### config.mk
export PLATFORM = sky130hd
export DESIGN_NAME = pcm_to_i2s
export DESIGN_NICKNAME = d
export VERILOG_FILES = /design/src/rtl/pcm_to_i2s_pkg.sv /design/src/rtl/pcm_to_i2s_sck_divider.sv /design/src/rtl/pcm_to_i2s.sv
export SDC_FILE = /design/constraint.sdc
export NUM_CORES = 1
export LEC_CHECK = 0
export ABC_AREA = 1
export BUFFER_PORTS_ARGS = -buffer_cell sky130_fd_sc_hd__buf_4
export CAP_MARGIN = 25
export CORE_MARGIN = 2
export CORE_UTILIZATION = 45
export CTS_CLUSTER_SIZE = 28
export DETAILED_ROUTE_END_ITERATION = 8
export PLACE_DENSITY = 0.66
export SLEW_MARGIN = 20
export SYNTH_ARGS = -nofsm -noshare
export SYNTH_HDL_FRONTEND = slang
export SYNTH_SLANG_ARGS = --single-unit
export TNS_END_PERCENT = 30
### constraint.sdc
create_clock -name clk -period 1.4 [get_ports clk]
set_input_delay 0.28 -clock clk [delete_from_list [all_inputs] [get_ports clk]]
set_output_delay 0.28 -clock clk [all_outputs]
set_load 0.05 [all_outputs]
### src/rtl/pcm_to_i2s_pkg.sv
// Shared I2S constants for the transmit and receive paths.
package pcm_to_i2s_pkg;

    localparam int DEF_NUMBER_OF_BITS = 8;
    localparam int DEF_SLOT_BITS      = 16;
    localparam int DEF_SCK_DIV        = 4;

    localparam logic WS_LEFT  = 1'b0;
    localparam logic WS_RIGHT = 1'b1;

endpackage

### src/rtl/pcm_to_i2s_sck_divider.sv
// Bit-clock generator: divides clk down to a 50% duty SCK and flags the
// clk edge on which SCK falls, so the serialiser can update in lockstep.
module pcm_to_i2s_sck_divider
    import pcm_to_i2s_pkg::*;
#(
    parameter int SCK_DIV = DEF_SCK_DIV
) (
    input  logic clk,
    input  logic reset,
    output logic sck,
    output logic fall
);

    localparam int CW = $clog2(SCK_DIV);
    localparam logic [CW-1:0] RISE_AT = CW'(SCK_DIV / 2 - 1);
    localparam logic [CW-1:0] FALL_AT = CW'(SCK_DIV - 1);

    logic [CW-1:0] div_cnt;
    logic          rise;

    assign rise = (div_cnt == RISE_AT);
    assign fall = (div_cnt == FALL_AT);

    always_ff @(posedge clk) begin
        if (reset) begin
            div_cnt <= '0;
            sck     <= 1'b0;
        end else begin
            div_cnt <= fall ? '0 : div_cnt + CW'(1);
            if (rise)
                sck <= 1'b1;
            else if (fall)
                sck <= 1'b0;
        end
    end

endmodule

### src/rtl/pcm_to_i2s.sv
// I2S bus-master transmitter: one-entry holding register behind a valid/ready
// handshake, loaded into per-channel shift registers at each frame start.
module pcm_to_i2s
    import pcm_to_i2s_pkg::*;
#(
    parameter int NUMBER_OF_BITS = DEF_NUMBER_OF_BITS,
    parameter int SLOT_BITS      = DEF_SLOT_BITS,
    parameter int SCK_DIV        = DEF_SCK_DIV
) (
    input  logic                      clk,
    input  logic                      reset,
    input  logic                      sample_valid,
    output logic                      sample_ready,
    input  logic [NUMBER_OF_BITS-1:0] data_left,
    input  logic [NUMBER_OF_BITS-1:0] data_right,
    output logic                      sck,
    output logic                      ws,
    output logic                      sd,
    output logic                      underrun
);

    localparam int PW = $clog2(SLOT_BITS);
    localparam logic [PW-1:0] LAST_POS = PW'(SLOT_BITS - 1);
    localparam logic [PW-1:0] LAST_BIT = PW'(NUMBER_OF_BITS);

    logic                      fall;
    logic [PW-1:0]             bit_pos;
    logic [PW-1:0]             next_pos;
    logic                      ws_next;
    logic                      sd_next;
    logic                      frame_start;
    logic                      data_slot;
    logic                      transfer;
    logic                      hold_full;
    logic [NUMBER_OF_BITS-1:0] hold_left;
    logic [NUMBER_OF_BITS-1:0] hold_right;
    logic [NUMBER_OF_BITS-1:0] shift_left;
    logic [NUMBER_OF_BITS-1:0] shift_right;

    pcm_to_i2s_sck_divider #(
        .SCK_DIV(SCK_DIV)
    ) u_sck_divider (
        .clk  (clk),
        .reset(reset),
        .sck  (sck),
        .fall (fall)
    );

    assign sample_ready = !hold_full;
    assign transfer     = sample_valid && !hold_full;

    // Everything below describes the slot position that becomes current at the next fall strobe.
    always_comb begin
        next_pos    = (bit_pos == LAST_POS) ? '0 : bit_pos + PW'(1);
        ws_next     = (next_pos == '0) ? ~ws : ws;
        frame_start = fall && (next_pos == '0) && (ws == WS_RIGHT);
        data_slot   = (next_pos != '0) && (next_pos <= LAST_BIT);
        sd_next     = 1'b0;
        if (data_slot)
            sd_next = (ws_next == WS_LEFT) ? shift_left[NUMBER_OF_BITS-1]
                                           : shift_right[NUMBER_OF_BITS-1];
    end

    always_ff @(posedge clk) begin
        if (reset) begin
            hold_full   <= 1'b0;
            hold_left   <= '0;
            hold_right  <= '0;
            shift_left  <= '0;
            shift_right <= '0;
            bit_pos     <= LAST_POS;
            ws          <= WS_RIGHT;
            sd          <= 1'b0;
            underrun    <= 1'b0;
        end else begin
            underrun <= frame_start && !hold_full;

            // ready is low while full, so a transfer never coincides with a frame-start load.
            if (transfer) begin
                hold_full  <= 1'b1;
                hold_left  <= data_left;
                hold_right <= data_right;
            end else if (frame_start) begin
                hold_full <= 1'b0;
            end

            if (fall) begin
                bit_pos <= next_pos;
                ws      <= ws_next;
                sd      <= sd_next;
                if (frame_start) begin
                    shift_left  <= hold_full ? hold_left  : '0;
                    shift_right <= hold_full ? hold_right : '0;
                end else if (data_slot) begin
                    if (ws_next == WS_LEFT)
                        shift_left <= shift_left << 1;
                    else
                        shift_right <= shift_right << 1;
                end
            end
        end
    end

endmodule
==> results of run 1 <==
==> cell type report <==
cell class / count / area share
clock buffers: 6 / 0.0333
clock inverters: 2 / 0.0141
inverters: 26 / 0.0414
multi-input cells: 204 / 0.394
flip-flops and latches: 43 / 0.352
well taps: 50 / 0.0252
repair buffers: 44 / 0.140
==> routing by layer <==
layer / part of all wire / global-route usage
met3: 0.040 / 0.0392
met4: 0.013 / 0.0684
met1: 0.51 / 0.224
met2: 0.44 / 0.281
met5: 0 / 0
==> registers in the layout, summed over array words and instances, names as in the netlist, 2 cells and up <==
register / flops
u_sck_divider.div_cnt: 2
bit_pos: 4
shift_left: 8
shift_right: 8
hold_right: 8
hold_left: 8
==> power by group <==
part           switching (uW)  internal (uW)  leakage [uW]  total [uW]
logic                     366            282      0.000755         648
registers                57.5           1330      0.000352        1390
clock network             418            577     0.0000612         995
==> cells in the mapped netlist <==
cell type   n  area [um^2]
nand2_1    70          263
nor2_1     67          251
nor2_2      1         6.26
buf_6       2         22.5
nand3_1     7         35.0
inv_1      23         86.3
dfxtp_1    43          861
nor2_4      1         11.3
o31ai_1     2         15.0
ha_1        3         37.5
a21o_1      1         7.51
buf_2       5         25.0
nor3_1      2         10.0
o21ai_0    23          115
nand2_4     3         33.8
a21oi_1     8         40.0
clkinv_1    3         11.3
clkbuf_1    7         26.3
nand2_2     4         25.0
nand3b_1    1         7.51
nand4_1     2         12.5
o21ai_1     9         45.0
==> final timing paths <==
check	endpoint	depth (start not counted)	slack [ns]
min reg2reg	hold_left[0]	2	0.46
max	shift_left[5]	11	-0.05
min	hold_left[4]	3	0.21
max reg2reg	shift_left[5]	11	-0.05
==> kinds of logic after synthesis <==
group | Yosys count | synth area share
simple gates | 158 | 0.337
flops | 43 | 0.442
compound gates | 43 | 0.114
fa+ha+maj | 3 | 0.0193
buf+inv | 40 | 0.0880
==> per-stage QoR <==
stage | setup slack [ns] | cells | utilization | instance area, um^2 | setup TNS [ns]
2_1_floorplan | -0.0121 | 287 | - | 2000 | -0.101
3_3_place_gp | -0.0568 | 365 | 0.566 | 2310 | -0.660
3_5_place_dp | -0.119 | 365 | 0.566 | 2310 | -1.16
4_1_cts | -0.0618 | 375 | 0.603 | 2460 | -0.626
5_1_grt | -0.207 | 375 | 0.607 | 2480 | -2.85
6_report | -0.0512 | 375 | 0.607 | 2480 | -0.412
==> repair_timing <==
item	CTS	global route
gates cloned	0	0
endpoints found under the setup margin	18	21
setup buffers	2	0
gates resized for setup	6	6
pin swaps	5	3
==> worst reg2reg max path, cell delays in order (launching register included) <==
cell	delay, ns
dfxtp_4	0.38
ha_4	0.15
nand2_4	0.06
clkinv_4	0.06
nand2_4	0.05
nor2_4	0.13
nand2_4	0.09
nand2_4	0.15
nand2_8	0.11
nand2_1	0.07
nand2_1	0.05
nor2_1	0.11
==> flow_summary.ini, run 1 <==
[cells_and_area]
layout_common_cells = nand2_1, nor2_1, buf_4
drive_gt1_frac = 0.222
diodes = 0
fillers = 404
layout_commonest_cell = nand2_1
multi_input_area_um2 = 977
ff_latch_area_um2 = 872
synthToLayoutAreaGrowth_pct = 27.2
final_nets = 346

[logic_synthesis]
syn-instance-count = 287
yosysWarnings = 0
synth.net_count = 309
postSynthAreaPerCell_um2 = 6.79
synth_area_mm2 = 0.00195
ys_seq_elements = 43
ys_seq_area_frac = 0.442
yosysUniqueCellTypes = 22

[floorplan]
die_h_um = 69.8
rows = 23
die-width_um = 69.8
die_area_mm2 = 0.00487
ios = 24
core_mm2 = 0.00409
start_util = 0.477

[outcome]
status = finished, violations left
violations = negative setup slack

[timing]
hold_ws_ns = 0.206
fin_crit_ns = 1.45
hold_viol = 0
fin_ws_ns = -0.0512
relSlewSlack = 0.849
max_freq_ghz = 0.689
setup_violations = 15
rsz0062_at_grt = true
fin_crit_sh = 1.04
worst_pin_slew_ns = 0.226
skew_ns = 0.00710
maxSlewViolCount = 0

[global_routing]
grt-ovfl-total = 0
grt_pass1_vias = 1646
grt_pass1_wl_mm = 6.95
grt_antenna_before_repair = 0
grt_max_degree = 28
track_usage = 0.174

[drt]
drtIter0Drc = 89
wl_per_cell_um = 10.3
drtPass1Iterations = 4
postRouteAntennaNets = 0
via_count = 1752
routed_wl_mm = 3.85
drt-vias-per-instance = 4.67
drcViolationCount = 0

[critical_path]
critPathKind = reg -> reg
crit_top_cell = nand2_4
crit_path_end_kind = flop
crit_start = bit_pos[1]
cp_cell_sequence = ha_4 -> nand2_4 -> clkinv_4 -> nand2_4 -> nor2_4 -> nand2_4 -> nand2_4 -> nand2_8 -> nand2_1 -> nand2_1 -> nor2_1
cp.required_ns = 1.63
crit_buf_inv = 1
slowest_delay_ns = 0.38
cp_slowest_cell = dfxtp_4
rr_startpoint = bit_pos[1]
crit_fanout = 16
critPathTopFamily = simple AND/OR/NAND/NOR gates
startpoint_type = flop
arrival_ns = 1.68

[placed_design]
port_buffers = 23
place.gp.congestion = 0.850
hpwl_mm = 2.67

[clock_network]
postCtsHoldBufs = 0
clock_sinks = 43
clockBufferDepth = 2
path_clk_slew_ns = 0.08
cts_root_buf = clkbuf_8
cts_buffers = 5
htreeDepth = 2
cts_tree = built
insertion_delay_ns = 0.29

[pwr]
powerDensity_mw_per_mm2 = 1220
leakage_uw = 0.00117
peakVddDrop_uv = 608
power.total_uw = 3030

[min_path]
hp-start = data_left[4]
worst_hold_path_type = in -> reg

[run]
maxCapViolations = 0
Note: power is estimated with default switching activity, not from simulation.
==> inputs of run 2 (changes only) <==
Settings changed: GPL_TIMING_DRIVEN set to 0, SETUP_SLACK_MARGIN set to 0.15.
==> run 2 against run 1 <==
The flow still finishes with violations (negative setup slack). First-iteration DRC count is 38% lower. Non-clock buffer count is 3 higher. Combinational power is 8.2% higher. Largest power group unchanged. Clock-buffer cell count is 1 lower. Utilization is 2.4 points higher. Highest routed layer unchanged. Routed wire length is 11% higher.
==> flow_summary.ini, run 2 (synthesis gave the netlist of run 1 again) <==
[critical_path]
crit_path_end_kind = flop
cp.required_ns = 1.60
crit_fanout = 5
startpoint_type = flop
cp_slowest_cell = dfxtp_4
slowest_delay_ns = 0.37
reg2reg_slack_ns = -0.17
cp_cell_sequence = ha_4 -> nand2_4 -> buf_4 -> nand3_1 -> nand2_2 -> nand2_8 -> buf_4 -> buf_4 -> a21oi_1 -> nor2_1
crit_top_cell = buf_4
arrival_ns = 1.77
critPathKind = reg -> reg

[cells_and_area]
drive_gt1_frac = 0.280
fin_util = 0.630
layout_common_cells = nand2_1, nor2_1, dfxtp_1
synthToLayoutAreaGrowth_pct = 32.2
layout_commonest_cell = nand2_1
fin_area_mm2 = 0.00258
final_nets = 349
diodes = 0

[clock_network]
cts_buffers = 5
htreeDepth = 2
clock_sinks = 43
clockBufferDepth = 2
insertion_delay_ns = 0.30
cts_tree = built
path_clk_slew_ns = 0.09
cts_root_buf = clkbuf_8
postCtsHoldBufs = 0

[pwr]
powerDensity_mw_per_mm2 = 1190
peakVddDrop_uv = 773
leakage_uw = 0.00119

[global_routing]
grt_pass1_wl_mm = 7.16
grt_max_degree = 15
grt_pass1_vias = 1573
track_usage = 0.182
grt-ovfl-total = 0
grt_antenna_before_repair = 0

[timing]
worst_pin_slew_ns = 0.551
setup_violations = 17
max_freq_ghz = 0.637
fin_crit_ns = 1.57
fin_crit_sh = 1.12
rsz0062_at_grt = true
skew_ns = 0.00818
fin_ws_ns = -0.169
maxSlewViolCount = 0
relSlewSlack = 0.633
tns_ns = -1.72
hold_viol = 0

[floorplan]
ios = 24
core_mm2 = 0.00409
die_h_um = 69.8
die_area_mm2 = 0.00487
die-width_um = 69.8
start_util = 0.477
rows = 23

[drt]
wl_per_cell_um = 11.3
routed_wl_mm = 4.28
drtIter0Drc = 55
postRouteAntennaNets = 0
drt-vias-per-instance = 4.72
drcViolationCount = 0
via_count = 1783
drtPass1Iterations = 5

[placed_design]
postPlaceCellArea_mm2 = 0.00223
dp_slack_ns = -0.273
hpwl_mm = 2.80
place.gp.congestion = 0.778
port_buffers = 22

[outcome]
violations = negative setup slack
status = finished, violations left

[run]
maxCapViolations = 0

[min_path]
worst_hold_path_type = in -> reg
-- run 2: changes by cell type in the layout (fill, tap and decap cells not counted), sizes merged --
cell    before  now
buf         44   40
clkbuf       6   12
inv         23   24
-- run 2: repair_timing --
action | 4_1_cts | 5_1_grt
resized for setup | 22 | 31
setup endpoints to repair | 43 | 35
buffers inserted | 7 | 2
endpoints found under the hold margin | 0 | 0
cloned | 2 | 0
pin swaps | 10 | 9
-- run 2: through the flow --
step | instances | hold slack (ns) | power (uW)
final | 378 | 0.191 | 3060
after global routing | 378 | 0.195 | 3230
after CTS | 376 | 0.188 | 3010
after detailed placement | 359 | 0.449 | 1980
after global placement | 359 | 0.437 | 1970
after floorplan | 287 | 0.415 | 1840
-- run 2: worst max-delay path, delay by kind of cell, from the launching register on --
kind                     cells  cell delay (ns)
buffers and inverters        3             0.37
adder cells (fa/ha/maj)      1             0.16
AND/OR/NAND/NOR              5             0.44
flip-flops                   1             0.37
AO/OA/AOI/OAI                1             0.12
-- run 2: worst paths after layout --
path	endpoint	cells after the start	from
max	shift_right[0]	10	bit_pos[0]
min	hold_right[6]	3	data_right[6]
max reg2reg	shift_right[0]	10	bit_pos[0]
min reg2reg	u_sck_divider.div_cnt[0]	1	u_sck_divider.div_cnt[0]
-- run 2: cell type report --
class,instances,area (um^2)
Buffer,14,103
Clock buffer,5,68.8
Clock inverter,3,43.8
Fill cell,392,1510
Inverter,26,106
Multi-Input combinational cell,204,1060
Sequential cell,43,872
Tap cell,50,62.6
Timing Repair Buffer,33,259
-- run 2: power by group --
part           total [uW]  switching [uW]  leakage (uW)  internal, uW
sequential           1390            61.4      0.000352          1330
clock                 970             439     0.0000581           531
combinational         701             406      0.000778           295
total                3060             907       0.00119          2160
-- run 2: routing by layer --
metal	vias to the layer above	GRT usage	wire length, um
met5	-	0	0
met4	0	0.0705	69
met3	7	0.0422	201
met2	45	0.274	1920
met1	761	0.252	2090
li1	970	-	-
==> inputs of run 3 (changes only) <==
Settings changed: BUFFER_PORTS_ARGS -buffer_cell sky130_fd_sc_hd__buf_4 to -buffer_cell sky130_fd_sc_hd__clkbuf_2, TNS_END_PERCENT 30 to not set.
==> run 3 against run 2 <==
Clock power increased by 4%. Critical path depth unchanged. Via count increased by 2.5%. Routed wire length increased by 3.6%. Final cell count increased by 2.4%. The flow still finishes with violations (negative setup slack). Clock skew decreased by 0.0031 ns. Worst hold slack improved by 0.011 ns. Clock-buffer cell count increased by 1.
==> flow_summary.ini, run 3 (synthesis gave the netlist of run 1 again) <==
[timing]
tns_ns = -1.58
fin_crit_sh = 1.11
hold_viol = 0
hold_ws_ns = 0.203
fin_crit_ns = 1.55
rsz0062_at_grt = true
fin_ws_ns = -0.149
worst_pin_slew_ns = 0.492
skew_ns = 0.00507
maxSlewViolCount = 0
relSlewSlack = 0.672
setup_violations = 17
max_freq_ghz = 0.645

[cells_and_area]
drive_gt1_frac = 0.309
fin_util = 0.645
diodes = 0
layout_common_cells = nand2_1, nor2_1, dfxtp_1
final_cells = 387
final_nets = 358
synthToLayoutAreaGrowth_pct = 35.4
layout_commonest_cell = nand2_1

[drt]
drtPass1Iterations = 4
drt-vias-per-instance = 4.72
drtIter0Drc = 73
postRouteAntennaNets = 0
drcViolationCount = 0
wl_per_cell_um = 11.5
routed_wl_mm = 4.44
via_count = 1828

[critical_path]
crit_path_end_kind = flop
cp_cell_sequence = ha_4 -> nand2_4 -> buf_4 -> nand3_1 -> nand2_2 -> nand2_8 -> buf_4 -> buf_6 -> a21oi_2 -> nor2_1
crit_fanout = 4
arrival_ns = 1.75
critPathKind = reg -> reg
crit_top_cell = buf_4
startpoint_type = flop
cp_slowest_cell = dfxtp_4
cp.required_ns = 1.60
slowest_delay_ns = 0.37

[placed_design]
placed_cells = 359
place.gp.congestion = 0.787
hpwl_mm = 2.73
port_buffers = 22

[pwr]
p_int_uw = 2220
comb_power_share = 0.234
leakage_uw = 0.00122
sw_frac_of_total = 0.293
powerDensity_mw_per_mm2 = 1190
power.share.clock = 0.321
p_sw_uw = 920
peakVddDrop_uv = 662
seqPwrFrac = 0.444

[outcome]
status = finished, violations left
violations = negative setup slack

[global_routing]
use_met2 = 0.310
grt_pass1_vias = 1680
grt_max_degree = 14
met1_usage = 0.247
grt_antenna_before_repair = 0
grt_pass1_wl_mm = 7.40
grt-ovfl-total = 0
grt.met3_usage = 0.0422
track_usage = 0.189
grt_busiest_layer = met2

[clock_network]
cts_buffers = 5
cts_tree = built
path_clk_slew_ns = 0.08
insertion_delay_ns = 0.29
htreeDepth = 2
clockBufferDepth = 2
clock_sinks = 43
cts_root_buf = clkbuf_8
postCtsHoldBufs = 0

[floorplan]
ios = 24
die-width_um = 69.8
rows = 23
start_util = 0.477
die_area_mm2 = 0.00487
die_h_um = 69.8
core_mm2 = 0.00409

[run]
maxCapViolations = 0

[min_path]
worst_hold_path_type = in -> reg
-- run 3: layout make-up --
class                   instances  area, um^2
plain buffers                  14         104
clock buffers                   6        82.6
clock inverters                 2        35.0
fillers                       368        1450
inverters                      26         109
multi-input cells             204        1080
flip-flops and latches         43         880
well taps                      50        62.6
repair buffers                 42         285
-- run 3: metrics by stage --
stage	total power, uW	area, um^2	setup WS [ns]
floorplan	1840	2000	-0.0121
global placement	1950	2170	-0.241
detailed placement	1960	2170	-0.255
CTS	3080	2520	-0.0854
global route	3310	2640	-0.217
finish	3140	2640	-0.149
-- run 3: layer usage --
metal	vias to the layer above	part of all wire
met5	-	0
met4	0	0.014
met3	6	0.029
met2	30	0.49
met1	803	0.47
li1	989	-
-- run 3: path summary, 6_finish.rpt --
kind                            startpoint                        to  slack (ns)  depth (start not counted)
setup / recovery                bit_pos[0]            shift_right[0]       -0.15                         10
setup reg to reg                bit_pos[0]            shift_right[0]       -0.15                         10
hold / removal                data_left[3]              hold_left[3]        0.20                          3
hold reg to reg   u_sck_divider.div_cnt[0]  u_sck_divider.div_cnt[0]        0.46                          1
-- run 3: critical path, delay by kind of cell (launching register included) --
kind	cells	cell delay [ns]
AO/OA/AOI/OAI	1	0.11
adder cells (fa/ha/maj)	1	0.17
buffers and inverters	3	0.36
flip-flops	1	0.37
AND/OR/NAND/NOR	5	0.43
-- run 3: power groups by stage --
stage / Clock (uW) / Combinational [uW] / Sequential (uW)
2_1_floorplan: 0 / 418 / 1420
3_3_place_gp: 0 / 542 / 1410
3_5_place_dp: 0 / 547 / 1410
4_1_cts: 1030 / 665 / 1390
5_1_grt: 1090 / 819 / 1400
6_report: 1010 / 735 / 1390
-- run 3: timing repair --
action / 4_1_cts / 5_1_grt
buffers inserted: 16 / 2
gates cloned: 2 / 0
pin swaps: 18 / 11
endpoints found under the setup margin: 37 / 28
hold endpoints to repair: 0 / 0
gates resized for setup: 32 / 32
